==> src/rtl/uart_byte_rx.sv <==
// Purpose: 8N1 UART receiver; oversamples rx_in and presents each byte on a valid/ready register.
// Latency: valid_out rises about 9.5 bit times plus 2-4 clocks after the start-bit falling edge.
// Backpressure: one-entry holding register; a byte completing while it is still full is dropped and overrun_out latches.
module uart_byte_rx #(
  parameter int CLK_FREQ_HZ = 100_000_000,
  parameter int BAUD_RATE   = 115_200
) (
  input  logic       clk_in,
  input  logic       rst_n_in,
  input  logic       rx_in,
  output logic [7:0] byte_out,
  output logic       valid_out,
  input  logic       ready_in,
  output logic       framing_err_out,
  output logic       overrun_out,
  output logic       busy_out
);

  // The mid-start-bit check needs CLKS_PER_BIT/2-1 to be a distinct, non-negative count, so at least 4.
  localparam int CLKS_PER_BIT = CLK_FREQ_HZ / BAUD_RATE;
  localparam int CNT_W        = (CLKS_PER_BIT > 1) ? $clog2(CLKS_PER_BIT) : 1;

  localparam logic [CNT_W-1:0] CNT_MID  = CNT_W'(CLKS_PER_BIT / 2 - 1);
  localparam logic [CNT_W-1:0] CNT_LAST = CNT_W'(CLKS_PER_BIT - 1);

  typedef enum logic [1:0] {
    IDLE  = 2'd0,
    START = 2'd1,
    DATA  = 2'd2,
    STOP  = 2'd3
  } state_t;

  state_t           state;
  state_t           state_nxt;

  logic             sync_q1;
  logic             rx_s;
  logic [CNT_W-1:0] cnt;
  logic [2:0]       idx;
  logic [7:0]       shreg;

  logic             cnt_mid;
  logic             cnt_last;
  logic             cnt_clr;
  logic             sample_bit;
  logic             stop_good;
  logic             stop_bad;
  logic             xfer;

  assign cnt_mid  = (cnt == CNT_MID);
  assign cnt_last = (cnt == CNT_LAST);
  assign xfer     = valid_out && ready_in;

  // Two-flop synchronizer for the asynchronous line; resets to the idle (high) level.
  always_ff @(posedge clk_in or negedge rst_n_in) begin
    if (!rst_n_in) begin
      sync_q1 <= 1'b1;
      rx_s    <= 1'b1;
    end else begin
      sync_q1 <= rx_in;
      rx_s    <= sync_q1;
    end
  end

  // Frame state register.
  always_ff @(posedge clk_in or negedge rst_n_in) begin
    if (!rst_n_in) begin
      state <= IDLE;
    end else begin
      state <= state_nxt;
    end
  end

  // Next-state decode: start detect, start-glitch rejection, eight data bits, stop bit.
  always_comb begin
    state_nxt = state;
    case (state)
      IDLE: begin
        if (!rx_s) state_nxt = START;
      end
      START: begin
        if (cnt_mid) state_nxt = rx_s ? IDLE : DATA;
      end
      DATA: begin
        if (cnt_last && (idx == 3'd7)) state_nxt = STOP;
      end
      STOP: begin
        // Return to IDLE at mid stop bit so a back-to-back start edge is not missed.
        if (cnt_last) state_nxt = IDLE;
      end
      default: state_nxt = IDLE;
    endcase
  end

  // Per-state control strobes for the counter, shift register and result handling.
  always_comb begin
    cnt_clr    = 1'b0;
    sample_bit = 1'b0;
    stop_good  = 1'b0;
    stop_bad   = 1'b0;
    case (state)
      IDLE: begin
        cnt_clr = 1'b1;
      end
      START: begin
        cnt_clr = cnt_mid;
      end
      DATA: begin
        cnt_clr    = cnt_last;
        sample_bit = cnt_last;
      end
      STOP: begin
        cnt_clr   = cnt_last;
        stop_good = cnt_last && rx_s;
        stop_bad  = cnt_last && !rx_s;
      end
      default: cnt_clr = 1'b1;
    endcase
  end

  // Oversampling counter: free-runs within a bit period, cleared at each sampling point.
  always_ff @(posedge clk_in or negedge rst_n_in) begin
    if (!rst_n_in) begin
      cnt <= '0;
    end else if (cnt_clr) begin
      cnt <= '0;
    end else begin
      cnt <= cnt + 1'b1;
    end
  end

  // Data bit index and LSB-first shift register.
  always_ff @(posedge clk_in or negedge rst_n_in) begin
    if (!rst_n_in) begin
      idx   <= 3'd0;
      shreg <= 8'h00;
    end else if (state != DATA) begin
      idx <= 3'd0;
    end else if (sample_bit) begin
      shreg[idx] <= rx_s;
      idx        <= idx + 3'd1;
    end
  end

  // Framing error pulse and registered busy flag (busy tracks state != IDLE exactly).
  always_ff @(posedge clk_in or negedge rst_n_in) begin
    if (!rst_n_in) begin
      framing_err_out <= 1'b0;
      busy_out        <= 1'b0;
    end else begin
      framing_err_out <= stop_bad;
      busy_out        <= (state_nxt != IDLE);
    end
  end

  // Holding register with valid/ready handshake; a load may coincide with a transfer.
  always_ff @(posedge clk_in or negedge rst_n_in) begin
    if (!rst_n_in) begin
      byte_out    <= 8'h00;
      valid_out   <= 1'b0;
      overrun_out <= 1'b0;
    end else if (stop_good) begin
      if (!valid_out || ready_in) begin
        byte_out  <= shreg;
        valid_out <= 1'b1;
      end else begin
        // Register still occupied: keep the old byte stable and record the loss.
        overrun_out <= 1'b1;
      end
    end else if (xfer) begin
      valid_out <= 1'b0;
    end
  end

endmodule

==> config.mk <==
export PLATFORM = sky130hd
export DESIGN_NAME = uart_byte_rx
export DESIGN_NICKNAME = d
export VERILOG_FILES = /design/src/rtl/uart_byte_rx.sv
export SDC_FILE = /design/constraint.sdc
export NUM_CORES = 1
export LEC_CHECK = 0
export CAP_MARGIN = 10
export CORE_MARGIN = 3
export CORE_UTILIZATION = 25
export CTS_CLUSTER_DIAMETER = 40
export DETAILED_ROUTE_END_ITERATION = 12
export RECOVER_POWER = 25
export SLEW_MARGIN = 15
export SYNTH_ARGS = -nofsm -noshare
export SYNTH_HDL_FRONTEND = slang
export SYNTH_SLANG_ARGS = --single-unit
==> constraint.sdc <==
create_clock -name clk_in -period 4.9 [get_ports clk_in]
set_clock_uncertainty 0.1 [all_clocks]
set_input_delay 0.49 -clock clk_in [delete_from_list [all_inputs] [get_ports clk_in]]
set_output_delay 0.49 -clock clk_in [all_outputs]
set_load 0.05 [all_outputs]
## Word-level counts from Yosys, hierarchy flattened

Cells that the tools add are included.

| storage, ports and cells | value |
|---|---|
| flip-flop bits (word level) | 37 |
| latch bits | 0 |
| RAM bits | 0 |
| bits in read-only memories | 0 |
| input bits | 4 |
| output and inout bits | 12 |
| word-level logic and storage cells | 61 |
| memories | 0 |

| cells by class | value |
|---|---|
| add/sub/neg operators | 2 |
| multiply operators | 0 |
| div/mod/pow operators | 0 |
| order comparisons | 2 |
| equality and inequality tests | 8 |
| shift-type cells | 0 |
| multiplexer cells | 19 |
| bitwise gates (word level) | 2 |
| reductions and logical operators | 17 |

Operators with widths:

| kind | number |
|---|---|
| $add 10x1->10 const B | 1 |
| $eq 10x10->1 const B | 1 |
| $eq 10x9->1 const B | 1 |
| $mux 10 | 1 |
| $mux 2 | 5 |
| $bwmux 8 | 1 |
| $pmux 2 s4 | 1 |
| $reduce_and 2->1 | 4 |
| $mux 1 | 7 |
| $mux 3 | 2 |
| $reduce_bool 2->1 | 3 |
| $logic_and 1x1->1 | 5 |
| $eq 2x2->1 const B | 2 |
| $lt 3x4->1 const B | 1 |
| $add 3x1->3 const B | 1 |
| $demux 1 s3 | 1 |
| $eq 3x3->1 const B | 1 |
| $ge 3x1->1 const B | 1 |
| $pmux 1 s3 | 1 |
| $eq 2x1->1 const B | 1 |
| $logic_not 1->1 | 2 |
| $logic_not 2->1 | 1 |
| $ne 2x1->1 const B | 1 |
| $ne 2x2->1 const B | 1 |
| other kinds (3) | 4 |

## Longest topological paths before layout

Gate-level depths: netlist of the first run.

| depth | value |
|---|---|
| depth in word-level cells | 5 |
| depth in mapped cells | 6 |
| depth with buffers taken out | 6 |

## Worst setup path before layout of the first run

OpenSTA, ideal clock, no wires.

| timing path | value |
|---|---|
| path type | register -> register |
| start point | reg cnt[0] |
| end point | reg shreg[6] |
| setup time | 125 ps |
| arrival time | 1635 ps |
| path slack | 3041 ps |
| stages on the path, launching flop included | 6 |
| clock period less this slack | 1859 ps |
| cell sequence | dfrtp_1 ha_1 and4bb_4 nand4_4 nor4_1 mux2_2 |

| between the ends | value |
|---|---|
| word-level cells in the longest chain between the ends | 3 |

RTL lines:

| what | line | text |
|---|---|---|
| start, declared | 38 | `logic [CNT_W-1:0] cnt;` |
| start signal, assigned | 128 | `cnt <= cnt + 1'b1;` |
| $eq 10x10->1 | 51 | `assign cnt_last = (cnt == CNT_LAST);` |
| $mux 1 | 101 | `case (state)` |
| $reduce_and 2->1 (no source line) | - |  |
| end signal, assigned by index | 140 | `shreg[idx] <= rx_s;` |
| end, declared | 40 | `logic [7:0] shreg;` |

Every way passes these cells.
A chain may end at the register's enable or synchronous reset.

## Worst setup path after layout of the first run

| timing path | value |
|---|---|
| start point | reg byte_out[3] |
| end point | out byte_out[3] |

RTL lines:

| what | line | text |
|---|---|---|
| start, declared | 11 | `output logic [7:0] byte_out,` |
| start signal, assigned | 164 | `byte_out <= shreg;` |

No word-level cell between the ends.

==> flow_summary.ini, run 1 <==
[status]
status = complete, but fails checks
violations = capacitance limit, slew limit

[clocking]
clk_latency_ns = 0.29
clk_pin_slew_worst_paths_ns = 0.07
clock_sinks = 37
post_cts_resized = 0
cts_tree = done
numCtsBuffers = 5
holdBufCountCts = 0
postCtsSetupBuffers = 0
clock_path_buffers = 2
clockRootBuffer = clkbuf_8
htreeDepth = 2

[setup_path]
required_ns = 4.31
crit_path_end_kind = output pin
worstSetupStartpointType = flip-flop
crit_path_max_fanout = 2
cp_top_family = buffers and inverters
cp.arrival_ns = 1.46
worst_path_max_delay_cell = clkdlybuf4s50_1
path_buf_inv = 1
cp_cell_sequence = clkdlybuf4s50_1
crit_type = flip-flop to output pin
max_stage_delay_ns = 0.81

[timing]
finalCritPeriodShare = 0.4183
finalHoldViolCount = 0
rsz0062_at_grt = false
drv_slew = 38
worstMarginPinSlew_ns = 1.931
tns_ns = 0
min_period_ns = 2.049
fmax_mhz = 487.9
setup_viol = 0
slew_headroom = -0.2873

[layout]
fin_cells = 238
synthToLayoutAreaGrowth_pct = 19.05
fill_cells = 643
diodes = 0
drive_gt1_frac = 0.1863
nets = 168

[detailed_routing]
top_layer = met4
initialDrtViolationCount = 28
wl_per_cell_um = 12.07
wl_met3_um = 131
wl_met1_um = 1450
met2_length_um = 1235
wl_um = 2873
vias_per_cell = 4.517
drc = 0
ant_nets = 0
routed-via-count = 1075
dr.pass1.iters = 4

[flow_run]
maxCapViolations = 1

[synth]
yosys.area.top_type = dfrtp_1
synth.top_cells.by_area = dfrtp_1 (53%), mux2_2 (9.5%), nor2_1 (3.8%)
seq_area_frac_synth = 0.5566
syn_nets = 150
yosysTopAreaCellShare = 0.5251
syn_inst = 142
synth_seq_cells = 37
ys_types = 32
syn_avg_cell_area_um2 = 11.75
synth_warnings = 0
netlist_area_mm2 = 0.001668

[power]
p_sw_mw = 0.1137
p_int_mw = 0.4354
pwr-share-comb = 0.013
clkPwrFrac = 0.425
p_per_area_mw_per_mm2 = 276.6
switching_share = 0.2071
leakage_nw = 0.8551
peakVddDrop_v = 0.0001164
pwr-share-seq = 0.561

[global_routing]
grt_pass1_wl_um = 5023
grt_max_degree = 38
grt_overflow = 0
grt_pass1_vias = 1083
track_usage = 0.08490
antenna_found_initial = 0

[floorplanning]
die_x_um = 87.68
coreArea_mm2 = 0.006422
rows = 29
initial_core_util = 0.2597
dieHeight_um = 87.68
dieArea_mm2 = 0.007688
ioPinCount = 16

[place]
hpwlAfterDp_um = 1976
port-buffer-count = 15
numPlacedInstances = 230
gp_congestion = 0.7832

[hold_path]
hold_path.class = flip-flop to flip-flop
cell families (layout without fill, tap and decap cells):
group,Yosys count,in the layout,share of synthesized area
compound gates,9,9,0.03601
fa+ha+maj,4,4,0.03001
buf+inv,7,26,0.02100
mux,16,16,0.1080
simple gates,61,61,0.2063
xor+xnor,8,8,0.04201
flops,37,37,0.5566
Yosys cell counts, drive strengths merged:
| cell type | n |
|---|---|
| a21oi | 5 |
| a22oi | 1 |
| a31oi | 1 |
| and3 | 1 |
| and4 | 1 |
| and4bb | 1 |
| buf | 2 |
| clkbuf | 2 |
| dfrtp | 35 |
| dfstp | 2 |
| ha | 4 |
| inv | 3 |
| mux2 | 16 |
| nand2 | 15 |
| nand2b | 2 |
| nand3 | 6 |
| nand4 | 6 |
| nor2 | 17 |
| nor2b | 2 |
| nor3 | 3 |
| nor3b | 1 |
| nor4 | 4 |
| nor4bb | 1 |
| o21bai | 1 |
| o221ai | 1 |
| or3b | 1 |
| xnor2 | 6 |
| xor2 | 2 |
final timing paths:
path | from | end | slack [ns] | cells after the start
max in group asynchronous | rst_n_in | cnt[5] | 2.95 | 1
setup reg to reg | cnt[0] | shreg[7] | 2.89 | 5
min in group asynchronous | rst_n_in | cnt[2] | 0.63 | 1
hold reg to reg | sync_q1 | rx_s | 0.26 | 0
setup / recovery | byte_out[3] | byte_out[3] | 2.85 | 1
hold / removal | sync_q1 | rx_s | 0.26 | 0
power groups by stage:
stage               combinational [mW]  clock [mW]  sequential, mW
floorplan                     0.000997           0           0.313
global placement               0.00831           0           0.314
detailed placement             0.00841           0           0.314
CTS                            0.00836       0.243           0.308
global route                   0.00903       0.256           0.308
finish                         0.00728       0.234           0.308
registers in the layout (all words and copies together), names as in the netlist, 2 cells and up:
name and count:
cnt 10, state 2, idx 3, byte_out 8, shreg 8
cell type report:
cell class,count,area (um^2),area share
timing repair buffer,15,143.9,0.07246
clock buffer,7,96.34,0.04852
tap,77,96.34,0.04852
inverter,3,11.26,0.005671
sequential,37,928.4,0.4675
clock inverter,1,5.005,0.002520
multi-input combinational,98,704.4,0.3548
stage by stage:
step           hold slack (ns)  power (mW)  setup WS [ns]  area, um^2    util
3_3_place_gp            0.2471      0.3225          2.907        1886  0.2936
5_1_grt                 0.2673      0.5732          2.433        1986  0.3092
3_5_place_dp            0.2478      0.3227          2.883        1886  0.2936
6_report                0.2576      0.5492          2.851        1986  0.3092
4_1_cts                 0.2284      0.5594          2.837        1987  0.3094
2_1_floorplan          0.09441      0.3140          3.041        1668       -
layout by cell type (no fill, tap or decap), types with 2 or more instances in the layout:
cell type	instances
dfrtp_1	35
nor2_1	17
nand2_1	15
mux2_2	14
clkdlybuf4s50_1	13
clkbuf_8	7
xnor2_1	6
nand4_1	5
nand3_1	5
a21oi_1	5
nor4_1	4
ha_1	4
inv_1	3
nor3_1	3
nor2b_1	2
xor2_1	2
nand2b_1	2
mux2_1	2
dfstp_2	2
per-layer routing:
layer  GRT usage  vias to the layer above
li1            -                      530
met1      0.1084                      521
met2      0.1253                       18
met3     0.03293                        6
met4     0.04184                        0
met5           0                        -
Note: power is estimated with default switching activity, not from simulation.
==> inputs of run 2 (changes only) <==
Clock period 4.9 ns to 1.9 ns, I/O delays scaled along.
==> flow_summary.ini, run 2 (same netlist as run 1, synthesis figures left out) <==
[timing]
min_period_ns = 1.825
finalHoldViolCount = 0
whs_ns = 0.2573
drv_slew = 0
worstMarginPinSlew_ns = 0.8794
setup_viol = 0
slew_headroom = 0.4138
rsz0062_at_grt = true
finalCritPeriodShare = 0.9605
layout_setup_ws_ns = 0.07502
fmax_mhz = 548.0

[detailed_routing]
initialDrtViolationCount = 47
routed-via-count = 1122
ant_nets = 0
wl_um = 2922
dr.pass1.iters = 4
drc = 0
wl_per_cell_um = 11.64
vias_per_cell = 4.470

[layout]
fill_cells = 628
regMostFlops = cnt
multiInputGateArea_um2 = 752.0
mostFrequentLayoutCell = dfrtp_1
top_regs = cnt: 10 flops, byte_out: 8 flops, shreg: 8 flops
drive_gt1_frac = 0.2701
fin_cells = 251
largest_reg_flops = 10
diodes = 0
mostFrequentLayoutCells = dfrtp_1 (35), nor2_1 (17), nand2_1 (15)
nets = 181
seqCellArea_um2 = 928.4
synthToLayoutAreaGrowth_pct = 28.96
stdcell_area_mm2 = 0.002151

[setup_path]
required_ns = 1.97
crit_path_max_fanout = 6
crit_path_end_kind = flip-flop
crit_type = flip-flop to flip-flop
worst_path_max_delay_cell = dfrtp_1
worstSetupStartpointType = flip-flop
cp.arrival_ns = 1.89
max_stage_delay_ns = 0.38
cp_cell_sequence = ha_1, and4bb_4, nand4_4, nor4_4, mux2_2

[floorplanning]
dieHeight_um = 87.68
ioPinCount = 16
initial_core_util = 0.2597
die_x_um = 87.68
rows = 29
coreArea_mm2 = 0.006422
dieArea_mm2 = 0.007688

[global_routing]
grt_pass1_vias = 1122
grt_pass1_wl_um = 5119
grt_max_degree = 38
antenna_found_initial = 0
grt_overflow = 0
track_usage = 0.08549

[place]
numPlacedInstances = 242
port-buffer-count = 15
gp_congestion = 0.8222
hpwlAfterDp_um = 2086
placed_area_mm2 = 0.001976
dp_worst_setup_slack_ns = 0.006566

[clocking]
clk_pin_slew_worst_paths_ns = 0.08
numCtsBuffers = 5
clock_path_buffers = 2
cts_tree = done
clk_latency_ns = 0.28
clock_sinks = 37
clockRootBuffer = clkbuf_8
htreeDepth = 2

[power]
p_per_area_mw_per_mm2 = 701.8
leakage_nw = 0.9461
peakVddDrop_v = 0.0002802
post-layout-total-power_mw = 1.509

[flow_run]
maxCapViolations = 0

[hold_path]
hold_path.class = flip-flop to flip-flop

[status]
status = finished, final reports clean
==> run 2: cell type report <==
class                           instances  share of cell area
Sequential cell                        37              0.4316
Inverter                                3            0.005236
Clock buffer                            7             0.04014
Multi-Input combinational cell         98              0.3496
Timing Repair Buffer                   28              0.1146
Clock inverter                          1             0.01396
Tap cell                               77             0.04479
==> run 2: what timing repair did <==
item / in CTS / in global routing
setup buffers: 0 / 0
resized for setup: 0 / 8
setup endpoints to repair: 0 / 22
hold buffers: 1 / 0
endpoints found under the hold margin: 35 / 0
==> run 2: layer usage <==
layer | track usage | part of all wire
met1 | 0.1147 | 0.50
met2 | 0.1274 | 0.46
met3 | 0.03104 | 0.034
met4 | 0.02929 | 0.0099
met5 | 0 | 0
==> run 2: power by group <==
part	switching, mW	leakage [nW]	internal (mW)
registers	0.00391	0.490	0.791
clock network	0.265	0.0585	0.428
logic	0.0150	0.398	0.00628
total	0.284	0.946	1.23
==> run 2: metrics by stage <==
step,util,TNS (ns)
2_1_floorplan,-,0
4_1_cts,0.3273,0
6_report,0.3349,0
3_3_place_gp,0.3076,0
5_1_grt,0.3349,-0.05061
3_5_place_dp,0.3076,0
==> run 2: path summary, 6_finish.rpt <==
check                         start       end  cells past startpoint  slack [ns]
min                         sync_q1      rx_s                      0        0.26
min reg2reg                 sync_q1      rx_s                      0        0.26
min in group asynchronous  rst_n_in    cnt[4]                      3        0.53
max                          cnt[0]  shreg[6]                      5        0.08
max reg2reg                  cnt[0]  shreg[6]                      5        0.08
max in group asynchronous  rst_n_in    cnt[5]                      3        0.62
==> run 2: critical path: cells and delay by family, from the launching register on <==
kind | cells | cell delay, ns
flip-flops | 1 | 0.38
multiplexers | 1 | 0.35
adder cells (fa/ha/maj) | 1 | 0.18
AND/OR/NAND/NOR | 3 | 0.69
